[src/rtl/piso_serializer_pkg.sv]
// Shared types and sizing helpers for the parallel-in/serial-out serializer.
package piso_pkg;

  typedef enum logic {
    IDLE  = 1'b0,
    SHIFT = 1'b1
  } piso_state_t;

  // Number of beats needed to emit one word.
  function automatic int piso_beats(input int data_width, input int lanes);
    if (lanes < 1) return 1;
    return data_width / lanes;
  endfunction

  // Beat counter width: clog2(beats), never narrower than one bit.
  function automatic int piso_cnt_w(input int beats);
    return (beats > 1) ? $clog2(beats) : 1;
  endfunction

endpackage

[src/rtl/piso_serializer_if.sv]
// Parallel-word input and serial-beat output handshakes of the serializer.
interface piso_serializer_if #(
  parameter int DATA_WIDTH = 16,
  parameter int LANES      = 1
) ();
  import piso_pkg::*;

  logic [DATA_WIDTH-1:0] din;
  logic                  din_valid;
  logic                  din_ready;
  logic [LANES-1:0]      dout;
  logic                  dout_valid;
  logic                  dout_ready;
  logic                  dout_last;

  // Producer of words / consumer of beats.
  modport master (
    output din, din_valid, dout_ready,
    input  din_ready, dout, dout_valid, dout_last
  );

  // The serializer itself.
  modport slave (
    input  din, din_valid, dout_ready,
    output din_ready, dout, dout_valid, dout_last
  );

endinterface

[src/rtl/piso_serializer.sv]
// Parallel-in/serial-out serializer: LANES bits per beat, LSB- or MSB-lane first,
// valid/ready on both sides, zero-bubble reload on the last beat.
module piso_serializer
  import piso_pkg::*;
#(
  parameter int DATA_WIDTH = 16,
  parameter int LANES      = 1,
  parameter int MSB_FIRST  = 0
) (
  input  logic               clk,
  input  logic               resetn,
  piso_serializer_if.slave   bus,
  output logic               busy
);

  localparam int BEATS = piso_beats(DATA_WIDTH, LANES);
  localparam int CNT_W = piso_cnt_w(BEATS);
  localparam logic [CNT_W-1:0] LAST_CNT = CNT_W'(BEATS - 1);
  localparam bit MSB = (MSB_FIRST != 0);

  if ((LANES < 1) || (LANES > DATA_WIDTH) || ((DATA_WIDTH % LANES) != 0)) begin : g_bad_cfg
    $error("piso_serializer: DATA_WIDTH must be a non-zero multiple of LANES and LANES <= DATA_WIDTH");
  end

  piso_state_t           r_state;
  piso_state_t           w_state_nxt;
  logic [DATA_WIDTH-1:0] r_shift;
  logic [DATA_WIDTH-1:0] w_shift_nxt;
  logic [DATA_WIDTH-1:0] w_shifted;
  logic [CNT_W-1:0]      r_cnt;
  logic [CNT_W-1:0]      w_cnt_nxt;
  logic [LANES-1:0]      w_lane;
  logic                  w_valid;
  logic                  w_last;
  logic                  w_consume;
  logic                  w_din_ready;
  logic                  w_accept;

  // Handshake decode; outputs are gated by resetn so they read zero during reset.
  always_comb begin
    w_valid     = resetn && (r_state == SHIFT);
    w_lane      = MSB ? r_shift[DATA_WIDTH-1 -: LANES] : r_shift[LANES-1:0];
    w_shifted   = MSB ? (r_shift << LANES) : (r_shift >> LANES);
    w_last      = w_valid && (r_cnt == LAST_CNT);
    w_consume   = w_valid && bus.dout_ready;
    w_din_ready = resetn && ((r_state == IDLE) || (w_consume && w_last));
    w_accept    = bus.din_valid && w_din_ready;
  end

  // Next state: load wins over shift so a word offered on the last beat follows without a bubble.
  always_comb begin
    w_state_nxt = r_state;
    w_shift_nxt = r_shift;
    w_cnt_nxt   = r_cnt;
    if (w_accept) begin
      w_state_nxt = SHIFT;
      w_shift_nxt = bus.din;
      w_cnt_nxt   = '0;
    end else if (w_consume) begin
      w_shift_nxt = w_shifted;
      if (w_last) begin
        w_state_nxt = IDLE;
        w_cnt_nxt   = '0;
      end else begin
        w_cnt_nxt   = r_cnt + CNT_W'(1);
      end
    end
  end

  // State, shift register and beat counter.
  always_ff @(posedge clk) begin
    if (!resetn) begin
      r_state <= IDLE;
      r_shift <= '0;
      r_cnt   <= '0;
    end else begin
      r_state <= w_state_nxt;
      r_shift <= w_shift_nxt;
      r_cnt   <= w_cnt_nxt;
    end
  end

  assign bus.din_ready  = w_din_ready;
  assign bus.dout       = w_valid ? w_lane : '0;
  assign bus.dout_valid = w_valid;
  assign bus.dout_last  = w_last;
  assign busy           = w_valid;

endmodule

[src/flat_wrapper.sv]
// flat-port wrapper written by rule: the top's interface ports become plain ports
module piso_serializer_flat import piso_pkg::*;
#(
  parameter int DATA_WIDTH = 16,
  parameter int LANES      = 1,
  parameter int MSB_FIRST  = 0
)
  (clk, resetn, busy, bus_din, bus_din_valid, bus_dout_ready, bus_din_ready, bus_dout, bus_dout_valid, bus_dout_last);
  piso_serializer_if #(.DATA_WIDTH(DATA_WIDTH), .LANES(LANES)) bus_i ();
  input  logic clk;
  input  logic resetn;
  output logic busy;
  input wire logic [$bits(bus_i.din)-1:0] bus_din;
  input wire logic [$bits(bus_i.din_valid)-1:0] bus_din_valid;
  input wire logic [$bits(bus_i.dout_ready)-1:0] bus_dout_ready;
  output wire logic [$bits(bus_i.din_ready)-1:0] bus_din_ready;
  output wire logic [$bits(bus_i.dout)-1:0] bus_dout;
  output wire logic [$bits(bus_i.dout_valid)-1:0] bus_dout_valid;
  output wire logic [$bits(bus_i.dout_last)-1:0] bus_dout_last;
  assign bus_i.din = bus_din;
  assign bus_i.din_valid = bus_din_valid;
  assign bus_i.dout_ready = bus_dout_ready;
  assign bus_din_ready = bus_i.din_ready;
  assign bus_dout = bus_i.dout;
  assign bus_dout_valid = bus_i.dout_valid;
  assign bus_dout_last = bus_i.dout_last;
  piso_serializer #(.DATA_WIDTH(DATA_WIDTH), .LANES(LANES), .MSB_FIRST(MSB_FIRST)) u_core (.clk(clk), .resetn(resetn), .bus(bus_i), .busy(busy));
endmodule
[config.mk]
export PLATFORM = sky130hd
export DESIGN_NAME = piso_serializer_flat
export DESIGN_NICKNAME = d
export VERILOG_FILES = /design/src/rtl/piso_serializer_pkg.sv /design/src/rtl/piso_serializer_if.sv /design/src/rtl/piso_serializer.sv /design/src/flat_wrapper.sv
export SDC_FILE = /design/constraint.sdc
export NUM_CORES = 1
export LEC_CHECK = 0
export ABC_AREA = 1
export BUFFER_PORTS_ARGS = -buffer_cell sky130_fd_sc_hd__buf_4
export CORE_ASPECT_RATIO = 0.9
export CORE_MARGIN = 2
export CORE_UTILIZATION = 53
export CTS_CLUSTER_DIAMETER = 80
export CTS_CLUSTER_SIZE = 30
export DETAILED_ROUTE_END_ITERATION = 10
export GPL_TIMING_DRIVEN = 0
export PLACE_DENSITY = 0.74
export SKIP_CTS_REPAIR_TIMING = 1
export SYNTH_ARGS = -nofsm -noshare
export SYNTH_HDL_FRONTEND = slang
export SYNTH_SLANG_ARGS = --single-unit
[constraint.sdc]
create_clock -name clk -period 1.6 [get_ports clk]
set_input_delay 0.16 -clock clk [delete_from_list [all_inputs] [get_ports clk]]
set_output_delay 0.16 -clock clk [all_outputs]
set_load 0.01 [all_outputs]
; ---- Yosys cells after proc, flatten, opt, wreduce, memory -nomap -nowiden
; Index checks and enable logic that the tools add are counted.
[totals]
output_inout_bits = 5
elab_cells = 25
register_bits = 21
inputBits = 20
[op_classes]
eq_ne = 1
n_bitwise = 2
reduce_logical = 11
muxes = 7
add_sub_neg = 1
[op_table]
columns = op, n
row1 = 2-to-1 mux 16 bit, 2
row2 = logical AND 1 bit, 6
row3 = adder 4 x 1 -> 4 bit (second input constant), 1
row4 = equality test 4 bit (second input constant), 1
row5 = 2-to-1 mux 1 bit, 4
row6 = 2-to-1 mux 4 bit, 1
row7 = nonzero test 2 bit, 2
row8 = NOT 1 bit, 2
row9 = AND reduction 2 bit, 1
row10 = OR reduction 2 bit, 1
row11 = logical OR 1 bit, 1

; ---- Depth between registers and ports, before layout
; Gate-level depths: netlist (run 1).
[logic_depth]
word_depth = 8
depth_mapped = 10
ltp_nobuf = 10

; ---- Worst setup path before layout (run 1)
; No wires, ideal clock.
[synth_timing]
path_type = register -> register
startpoint = reg u_core.r_cnt[0]
endpoint = reg u_core.r_shift[10]
required_ns = 1.468
path_buffers = 1
t_arrival_ns = 1.280
setup_time_ns = 0.132
path_stages_with_launch = 10
slack_ns = 0.188
cell_sequence = dfxtp_1 -> ha_1 -> inv_1 -> nor2_1 -> nand2_2 -> nand2_4 -> nand3_4 -> buf_2 -> nand3_1 -> a21oi_1
[synth_between]
elab_chain_cells = 7
[synth_lines]
columns = item, line
row1 = "start, declared", piso_serializer.sv:30  ; logic [CNT_W-1:0] r_cnt;
row2 = "start signal, assigned", piso_serializer.sv:79  ; r_cnt <= w_cnt_nxt;
row3 = equality test 4 bit *, piso_serializer.sv:44  ; w_last = w_valid && (r_cnt == LAST_CNT);
row4 = logical AND 1 bit *, piso_serializer.sv:44
row5 = logical AND 1 bit *, piso_serializer.sv:46  ; w_din_ready = resetn && ((r_state == IDLE) || (w_consume && w_last));
row6 = logical OR 1 bit *, piso_serializer.sv:46
row7 = logical AND 1 bit *, piso_serializer.sv:46
row8 = logical AND 1 bit *, piso_serializer.sv:47  ; w_accept = bus.din_valid && w_din_ready;
row9 = 2-to-1 mux 16 bit or nonzero test 2 bit (tied branches), --
row10 = "end signal, assigned", piso_serializer.sv:78  ; r_shift <= w_shift_nxt;
row11 = "end, declared", piso_serializer.sv:27  ; logic [DATA_WIDTH-1:0] r_shift;
; Mark *: on every way between the ends. The rest lies on a longest branch, timed or not.
; A chain may end at the register's enable or synchronous reset.

; ---- Worst setup path in the final report (run 1)
[layout_timing]
startpoint = reg u_core.r_cnt[1]
endpoint = out bus_din_ready
[layout_between]
elab_chain_cells = 5
[layout_lines]
columns = item, line
row1 = equality test 4 bit, piso_serializer.sv:44
row2 = logical AND 1 bit, piso_serializer.sv:44
row3 = logical AND 1 bit, piso_serializer.sv:46
row4 = logical OR 1 bit, piso_serializer.sv:46
row5 = logical AND 1 bit, piso_serializer.sv:46
row6 = "end, declared", flat_wrapper.sv:16  ; output wire logic [$bits(bus_i.din_ready)-1:0] bus_din_ready;
; No other way between the ends.

==> flow_summary.json, run 1 <==
{
  "port_buffers": 23,
  "p_leak_nw": 0.687,
  "multiInputGateArea_um2": 614,
  "vias_per_cell": 5.39,
  "clkTransAtPathRegs_ps": 120,
  "tightestPinTransition_ps": 522,
  "regArea_um2": 427,
  "hold_class": "input pin to register",
  "antenna_cells": 0,
  "cts_sinks": 21,
  "routed-via-count": 1272,
  "synthTopCellsByArea": "dfxtp_1, nand2_1, nand4_1",
  "endpoint_kind": "output port",
  "cts_tree": "built",
  "fin_crit_sh": 0.974,
  "die_area_mm2": 0.00262,
  "postRouteAntennaNets": 0,
  "maxSlewViolCount": 0,
  "firstDrtPassIters": 4,
  "synth_cells": 179,
  "ios": 25,
  "die_w_um": 53.7,
  "hpwlAfterDp_um": 1880,
  "yosysSeqAreaShare": 0.357,
  "clkLatencyLatePin_ps": 320,
  "grt_usage": 0.217,
  "numCtsBuffers": 3,
  "synth-edff-count": 0,
  "synth.distinct_cells": 21,
  "synthFlopType": "dfxtp_1",
  "period_minus_slack_ps": 1560,
  "wirelength_um": 2900,
  "critPathKind": "register to output port",
  "yosysWarnings": 0,
  "gp_congestion": 0.811,
  "synth.largest_area_cell": "dfxtp_1",
  "synth_fp_nets": 200,
  "place_ws_ps": -20.3,
  "clock-root-buffer": "clkbuf_4",
  "grt_max_degree": 12,
  "cp.required_ps": 1440,
  "synth_area_mm2": 0.00118,
  "arrival_ps": 1400,
  "max_cap_viol_count": 0,
  "rows": 16,
  "fp.dieH_um": 48.7,
  "antenna_found_initial": 0,
  "num-nets-final": 231,
  "h-tree-depth": 1,
  "fin_util": 0.685,
  "initialDrtViolationCount": 36,
  "cp_max_fo": 3,
  "cts_max_path_buffers": 2,
  "core_region_area_mm2": 0.00214,
  "ys_async_sr_fraction": 0,
  "synth_most_common_cell": "nand2_1",
  "ys_top_cells_by_count": "nand2_1, dfxtp_1, inv_1",
  "fin_ws_ps": 40.9,
  "drc_errors": 0,
  "gr-total-overflow": 0,
  "slew_headroom": 0.652,
  "status": "finished clean",
  "layout-drive-gt1-share": 0.244,
  "synth_top_area_frac": 0.357,
  "cp-start-kind": "register",
  "drt-wirelength-per-cell_um": 12.3,
  "p_per_area_mw_per_mm2": 706,
  "synth-seq-cells": 21,
  "grt_pass1_wl_um": 4270,
  "setup_violations": 0,
  "ir_drop_mv": 0.708,
  "nFillCells": 202,
  "syn_area_per_cell_um2": 6.58,
  "grt_pass1_vias": 1029,
  "syn_to_final_growth_pct": 24.7,
  "fin_skew_ps": 12.4,
  "hold_violations": 0,
  "max_freq_mhz": 641,
  "start_util": 0.550
}
-- stage by stage --
| stage | hold slack, ps | total power (W) | instances | setup TNS, ps | instance area [µm²] |
|---|---|---|---|---|---|
| floorplan | 326 | 0.000704 | 179 | 0 | 1180 |
| global placement | 455 | 0.000771 | 229 | 0 | 1380 |
| detailed placement | 459 | 0.000775 | 229 | -81.3 | 1380 |
| CTS | 135 | 0.00103 | 233 | -558 | 1410 |
| global route | 140 | 0.00109 | 236 | -26.2 | 1470 |
| finish | 128 | 0.00104 | 236 | 0 | 1470 |
-- final timing paths --
kind                            cells past startpoint                       startpoint                              end  slack (ps)
worst min-delay path                                3                      bus_din[15]  u_core.r_shift[15]$_SDFFE_PN0P_         130
worst max-delay path                                6     u_core.r_cnt[1]$_SDFFE_PP0P_                    bus_din_ready          40
worst max register to register                      9     u_core.r_cnt[1]$_SDFFE_PP0P_   u_core.r_shift[8]$_SDFFE_PN0P_          80
worst min register to register                      2  u_core.r_shift[14]$_SDFFE_PN0P_  u_core.r_shift[14]$_SDFFE_PN0P_         490
-- routing by layer --
| metal | GRT usage | part of all wire |
|---|---|---|
| met1 | 0.290 | 0.44 |
| met2 | 0.348 | 0.50 |
| met3 | 0.0586 | 0.054 |
| met4 | 0.0385 | 0.013 |
| met5 | 0 | 0 |
-- sequential cells by signal, indices dropped and copies added, names as in the netlist --
| name | cells |
|---|---|
| u_core.r_shift | 16 |
| u_core.r_cnt | 4 |
| u_core.r_state | 1 |
-- critical path, stage by stage (launching register included) --
cell and delay (ps):
dfxtp_4 390, ha_4 140, inv_2 40, nor2_4 80, nand2_2 100, a21oi_2 190, buf_4 150
-- logic make-up (layout without fill, tap and decap cells) --
group           count (synthesis)  count (layout)  synth area share
compound gates                 20              20            0.0871
flops                          21              21             0.357
fa+ha+maj                       1               1            0.0106
simple gates                  100             100             0.396
xor+xnor                        1               1           0.00744
buf+inv                        36              66             0.141
-- cell usage in the layout, fill, tap and decap left out, types with 2 or more instances in the layout --
master / Yosys / routed
dfxtp_2: 0 / 2
inv_2: 1 / 2
clkbuf_4: 0 / 5
nand4_1: 16 / 16
dfxtp_1: 21 / 18
nand2_2: 2 / 2
buf_2: 4 / 2
nand2_1: 50 / 50
inv_1: 21 / 20
nand3_1: 16 / 16
a21oi_1: 19 / 18
buf_6: 2 / 2
clkbuf_1: 4 / 5
nor2_1: 12 / 11
buf_4: 3 / 29
-- power by group --
group / switching [W] / total [W] / internal (W)
clock: 0.000167 / 0.000264 / 0.0000976
sequential: 0.0000169 / 0.000568 / 0.000551
combinational: 0.000112 / 0.000204 / 0.0000927
total: 0.000295 / 0.00104 / 0.000741
-- layout make-up --
type / instances / share of cell area
plain buffers: 13 / 0.0580
flip-flops and latches: 21 / 0.291
well taps: 27 / 0.0230
repair buffers: 26 / 0.133
inverters: 23 / 0.0588
multi-input cells: 122 / 0.419
clock buffers: 4 / 0.0179
(Power assumes the default switching activity.)
==> run 2: changes to the inputs <==
PLACE_DENSITY = 0.9   (was 0.74)
==> run 2 against run 1 <==
- clock skew is 11 ps lower
- critical path depth unchanged
- largest cell class unchanged
- largest power group unchanged
- global-route usage up 0.75 points
- flip-flop and latch count stayed put
- register-to-register slack improved by 30 ps
- die area is the same
==> flow_summary.json, run 2 (synthesized netlist as in run 1, its figures left out) <==
{
  "reg2reg_slack_ps": 110,
  "cts_sinks": 21,
  "ir_drop_mv": 0.509,
  "drt-wirelength-per-cell_um": 11.7,
  "vias_per_cell": 5.24,
  "tightestPinTransition_ps": 490,
  "reg_top3": "u_core.r_shift x16, u_core.r_cnt x4, u_core.r_state x1",
  "ios": 25,
  "hpwlAfterDp_um": 1960,
  "instances_no_fill": 236,
  "clock-root-buffer": "clkbuf_4",
  "clkLatencyLatePin_ps": 300,
  "num-nets-final": 231,
  "antenna_cells": 0,
  "antenna_found_initial": 0,
  "grt_pass1_wl_um": 4640,
  "layout-drive-gt1-share": 0.244,
  "fin_ws_ps": 62.3,
  "grt_max_degree": 13,
  "cp_max_fo": 4,
  "critPathKind": "register to output port",
  "place_ws_ps": -27.5,
  "die_area_mm2": 0.00262,
  "routed-via-count": 1237,
  "regMostFlops": "u_core.r_shift",
  "initialDrtViolationCount": 62,
  "place_inst": 229,
  "grt_usage": 0.224,
  "slew_headroom": 0.674,
  "setup_violations": 0,
  "postRouteAntennaNets": 0,
  "start_util": 0.550,
  "fin_util": 0.682,
  "firstDrtPassIters": 4,
  "period_minus_slack_ps": 1540,
  "maxSlewViolCount": 0,
  "fin_crit_sh": 0.961,
  "rows": 16,
  "numCtsBuffers": 3,
  "port_buffers": 23,
  "fp.dieH_um": 48.7,
  "clkTransAtPathRegs_ps": 120,
  "max_freq_mhz": 650,
  "gp_congestion": 0.806,
  "p_leak_nw": 0.685,
  "h-tree-depth": 1,
  "wirelength_um": 2760,
  "arrival_ps": 1380,
  "hold_class": "input pin to register",
  "fin_skew_ps": 1.22,
  "die_w_um": 53.7,
  "status": "finished clean",
  "grt_pass1_vias": 1112,
  "core_region_area_mm2": 0.00214,
  "largest_reg_flops": 16,
  "layout_commonest_cell": "nand2_1",
  "cts_max_path_buffers": 2,
  "gr-total-overflow": 0,
  "p_per_area_mw_per_mm2": 708,
  "max_cap_viol_count": 0,
  "syn_to_final_growth_pct": 24.1,
  "endpoint_kind": "output port",
  "drc_errors": 0,
  "mostFrequentLayoutCells": "nand2_1, buf_4, inv_1",
  "rsz0062_at_grt": "false",
  "cts_tree": "built",
  "cp.required_ps": 1440,
  "cp-start-kind": "register",
  "hold_violations": 0
}
## run 2: cell types whose count changed in the layout (fill, tap and decap cells not counted), sizes merged
cell    delta
clkinv     +1
buf        +2
clkbuf     -3
## run 2: metal layers
| metal | vias up | global-route usage | part of all wire |
|---|---|---|---|
| li1 | 638 | - | - |
| met1 | 543 | 0.327 | 0.42 |
| met2 | 54 | 0.350 | 0.49 |
| met3 | 2 | 0.0278 | 0.082 |
| met4 | 0 | 0.0470 | 0.0033 |
| met5 | - | 0 | 0 |
## run 2: path summary, 6_finish.rpt
path | startpoint | to | depth (start not counted)
hold reg to reg | u_core.r_cnt[0]$_SDFFE_PP0P_ | u_core.r_cnt[0]$_SDFFE_PP0P_ | 1
hold / removal | bus_din[15] | u_core.r_shift[15]$_SDFFE_PN0P_ | 3
setup reg to reg | u_core.r_cnt[0]$_SDFFE_PP0P_ | u_core.r_shift[7]$_SDFFE_PN0P_ | 9
setup / recovery | u_core.r_cnt[0]$_SDFFE_PP0P_ | bus_din_ready | 6
## run 2: through the flow
stage / TNS (ps) / hold WS, ps / power, W / cell area (µm²)
global placement: 0 / 453 / 0.000768 / 1380
finish: 0 / 136 / 0.00103 / 1460
global route: 0 / 143 / 0.00109 / 1460
detailed placement: -34.7 / 464 / 0.000776 / 1380
floorplan: 0 / 326 / 0.000704 / 1180
CTS: -287 / 133 / 0.00103 / 1410
## run 2: layout make-up
type	instances	area, µm²
tap	27	33.8
multi-input combinational	122	609
timing repair buffer	26	195
clock inverter	1	5.00
buffer	13	82.6
clock buffer	3	22.5
sequential	21	427
inverter	23	86.3
fill	179	681
## run 2: power breakdown
group          internal (W)  leakage [nW]  switching (W)
logic             0.0000956         0.494       0.000113
registers          0.000552         0.174      0.0000176
clock network     0.0000930        0.0177       0.000164
total              0.000740         0.685       0.000295
## run 2: critical path, cell delays in order (launching register included)
cell     delay (ps)
dfxtp_4         390
ha_4            130
inv_1            40
nor2_2          100
nand2_2         100
a21oi_2         170
buf_4           140
==> run 3: changes to the inputs <==
==> constraint.sdc (replaced) <==
create_clock -name clk -period 1.6 [get_ports clk]
set_input_delay 0.4 -clock clk [delete_from_list [all_inputs] [get_ports clk]]
set_output_delay 0.4 -clock clk [all_outputs]
set_load 0.01 [all_outputs]
==> run 3 against run 2 <==
- the flow now finishes with violations (setup timing)
- die area unchanged
- critical path depth unchanged
- core utilization up 0.64 points
- final area up 0.94%
- critical path type unchanged
- largest cell class unchanged
- largest power group unchanged
- highest routed layer unchanged
==> flow_summary.json, run 3 (synthesized netlist as in run 1, its figures left out) <==
{
  "drt-wirelength-per-cell_um": 11.9,
  "ios": 25,
  "clkTransAtPathRegs_ps": 130,
  "initialDrtViolationCount": 53,
  "antenna_found_initial": 0,
  "clkLatencyLatePin_ps": 300,
  "grt_usage": 0.224,
  "gp_congestion": 0.806,
  "fp.dieH_um": 48.7,
  "nFillCells": 187,
  "min_path_cells": 3,
  "drc_errors": 0,
  "vias_per_cell": 5.29,
  "hpwlAfterDp_um": 1960,
  "fin_ws_ps": -167,
  "firstDrtPassIters": 4,
  "mostFrequentLayoutCells": "nand2_1, buf_4, inv_1",
  "cp.required_ps": 1200,
  "cts_sinks": 21,
  "hold_class": "input pin to register",
  "start_util": 0.550,
  "critPathKind": "register to output port",
  "period_minus_slack_ps": 1770,
  "grt_max_degree": 13,
  "largest_reg_flops": 16,
  "r2r-start": "u_core.r_cnt[1]$_SDFFE_PP0P_",
  "regMostFlops": "u_core.r_shift",
  "r2r_end": "u_core.r_shift[7]$_SDFFE_PN0P_",
  "placed_area_mm2": 0.00138,
  "antenna_cells": 0,
  "gr-total-overflow": 0,
  "routed-via-count": 1243,
  "hold_violations": 0,
  "reg_top3": "u_core.r_shift x16, u_core.r_cnt x4, u_core.r_state x1",
  "grt_pass1_vias": 1112,
  "arrival_ps": 1370,
  "port_buffers": 23,
  "p_per_area_mw_per_mm2": 701,
  "reg2reg_slack_ps": 100,
  "cts_max_path_buffers": 2,
  "core_region_area_mm2": 0.00214,
  "multiInputGateArea_um2": 624,
  "layout-drive-gt1-share": 0.250,
  "rows": 16,
  "rsz0062_at_grt": "true",
  "max_cap_viol_count": 0,
  "clock-root-buffer": "clkbuf_4",
  "r2r_cells": 9,
  "status": "finished with violations",
  "die_area_mm2": 0.00262,
  "endpoint_kind": "output port",
  "wirelength_um": 2800,
  "holdPathEnd": "u_core.r_shift[15]$_SDFFE_PN0P_",
  "fin_crit_sh": 1.10,
  "violations": "setup timing",
  "syn_to_final_growth_pct": 25.3,
  "hold_start": "bus_din[15]",
  "postRouteAntennaNets": 0,
  "fin_skew_ps": 5.36,
  "fin_area_mm2": 0.00148,
  "slew_headroom": 0.673,
  "cp-start-kind": "register",
  "tightestPinTransition_ps": 490,
  "total_power_w": 0.00103,
  "regArea_um2": 429,
  "ir_drop_mv": 0.516,
  "layout_commonest_cell": "nand2_1",
  "die_w_um": 53.7,
  "max_freq_mhz": 566,
  "numCtsBuffers": 3,
  "setup_violations": 2,
  "num-nets-final": 230,
  "grt_pass1_wl_um": 4640,
  "h-tree-depth": 1,
  "cp_max_fo": 3,
  "maxSlewViolCount": 0,
  "p_leak_nw": 0.697,
  "cts_tree": "built"
}
## run 3: worst max-delay path by stage
| stage | start | to | slack, ps | depth (start not counted) |
|---|---|---|---|---|
| 6_report | u_core.r_cnt[1]$_SDFFE_PP0P_ | bus_din_ready | -170 | 6 |
| 5_1_grt | u_core.r_cnt[1]$_SDFFE_PP0P_ | bus_din_ready | -210 | 6 |
| 4_1_cts | u_core.r_cnt[0]$_SDFFE_PP0P_ | bus_din_ready | -340 | 6 |
| 3_5_place_dp | resetn | bus_din_ready | -190 | 5 |
| 3_3_place_gp | resetn | bus_din_ready | -160 | 5 |
| 2_1_floorplan | resetn | bus_din_ready | 150 | 3 |
## run 3: layout make-up
class / instances / area share
multi-input combinational: 122 / 0.423
sequential: 21 / 0.291
timing repair buffer: 25 / 0.127
inverter: 23 / 0.0611
buffer: 13 / 0.0560
tap: 27 / 0.0229
clock buffer: 3 / 0.0153
clock inverter: 1 / 0.00339
## run 3: report_power, final
part	total [W]	switching [W]	internal [W]
Clock	0.000261	0.000168	0.0000930
Combinational	0.000204	0.000113	0.0000919
Sequential	0.000568	0.0000176	0.000551
## run 3: worst max-delay path: stages (launching register included)
cell     delay [ps]
dfxtp_2         390
ha_4            140
inv_2            40
nor2_4          110
nand2_4          80
a21oi_2         160
buf_4           140
## run 3: through the flow
step	std cells	hold WS [ps]	utilization	TNS, ps	worst slack [ps]
floorplan	179	450	-	0	147
global placement	229	460	0.646	-158	-158
detailed placement	229	476	0.646	-227	-192
CTS	233	373	0.659	-700	-341
global route	235	383	0.689	-337	-207
finish	235	378	0.689	-241	-167
## run 3: metal layers
metal | track usage | share of wire
met4 | 0.0470 | 0.0032
met3 | 0.0278 | 0.061
met2 | 0.350 | 0.51
met1 | 0.327 | 0.42
met5 | 0 | 0
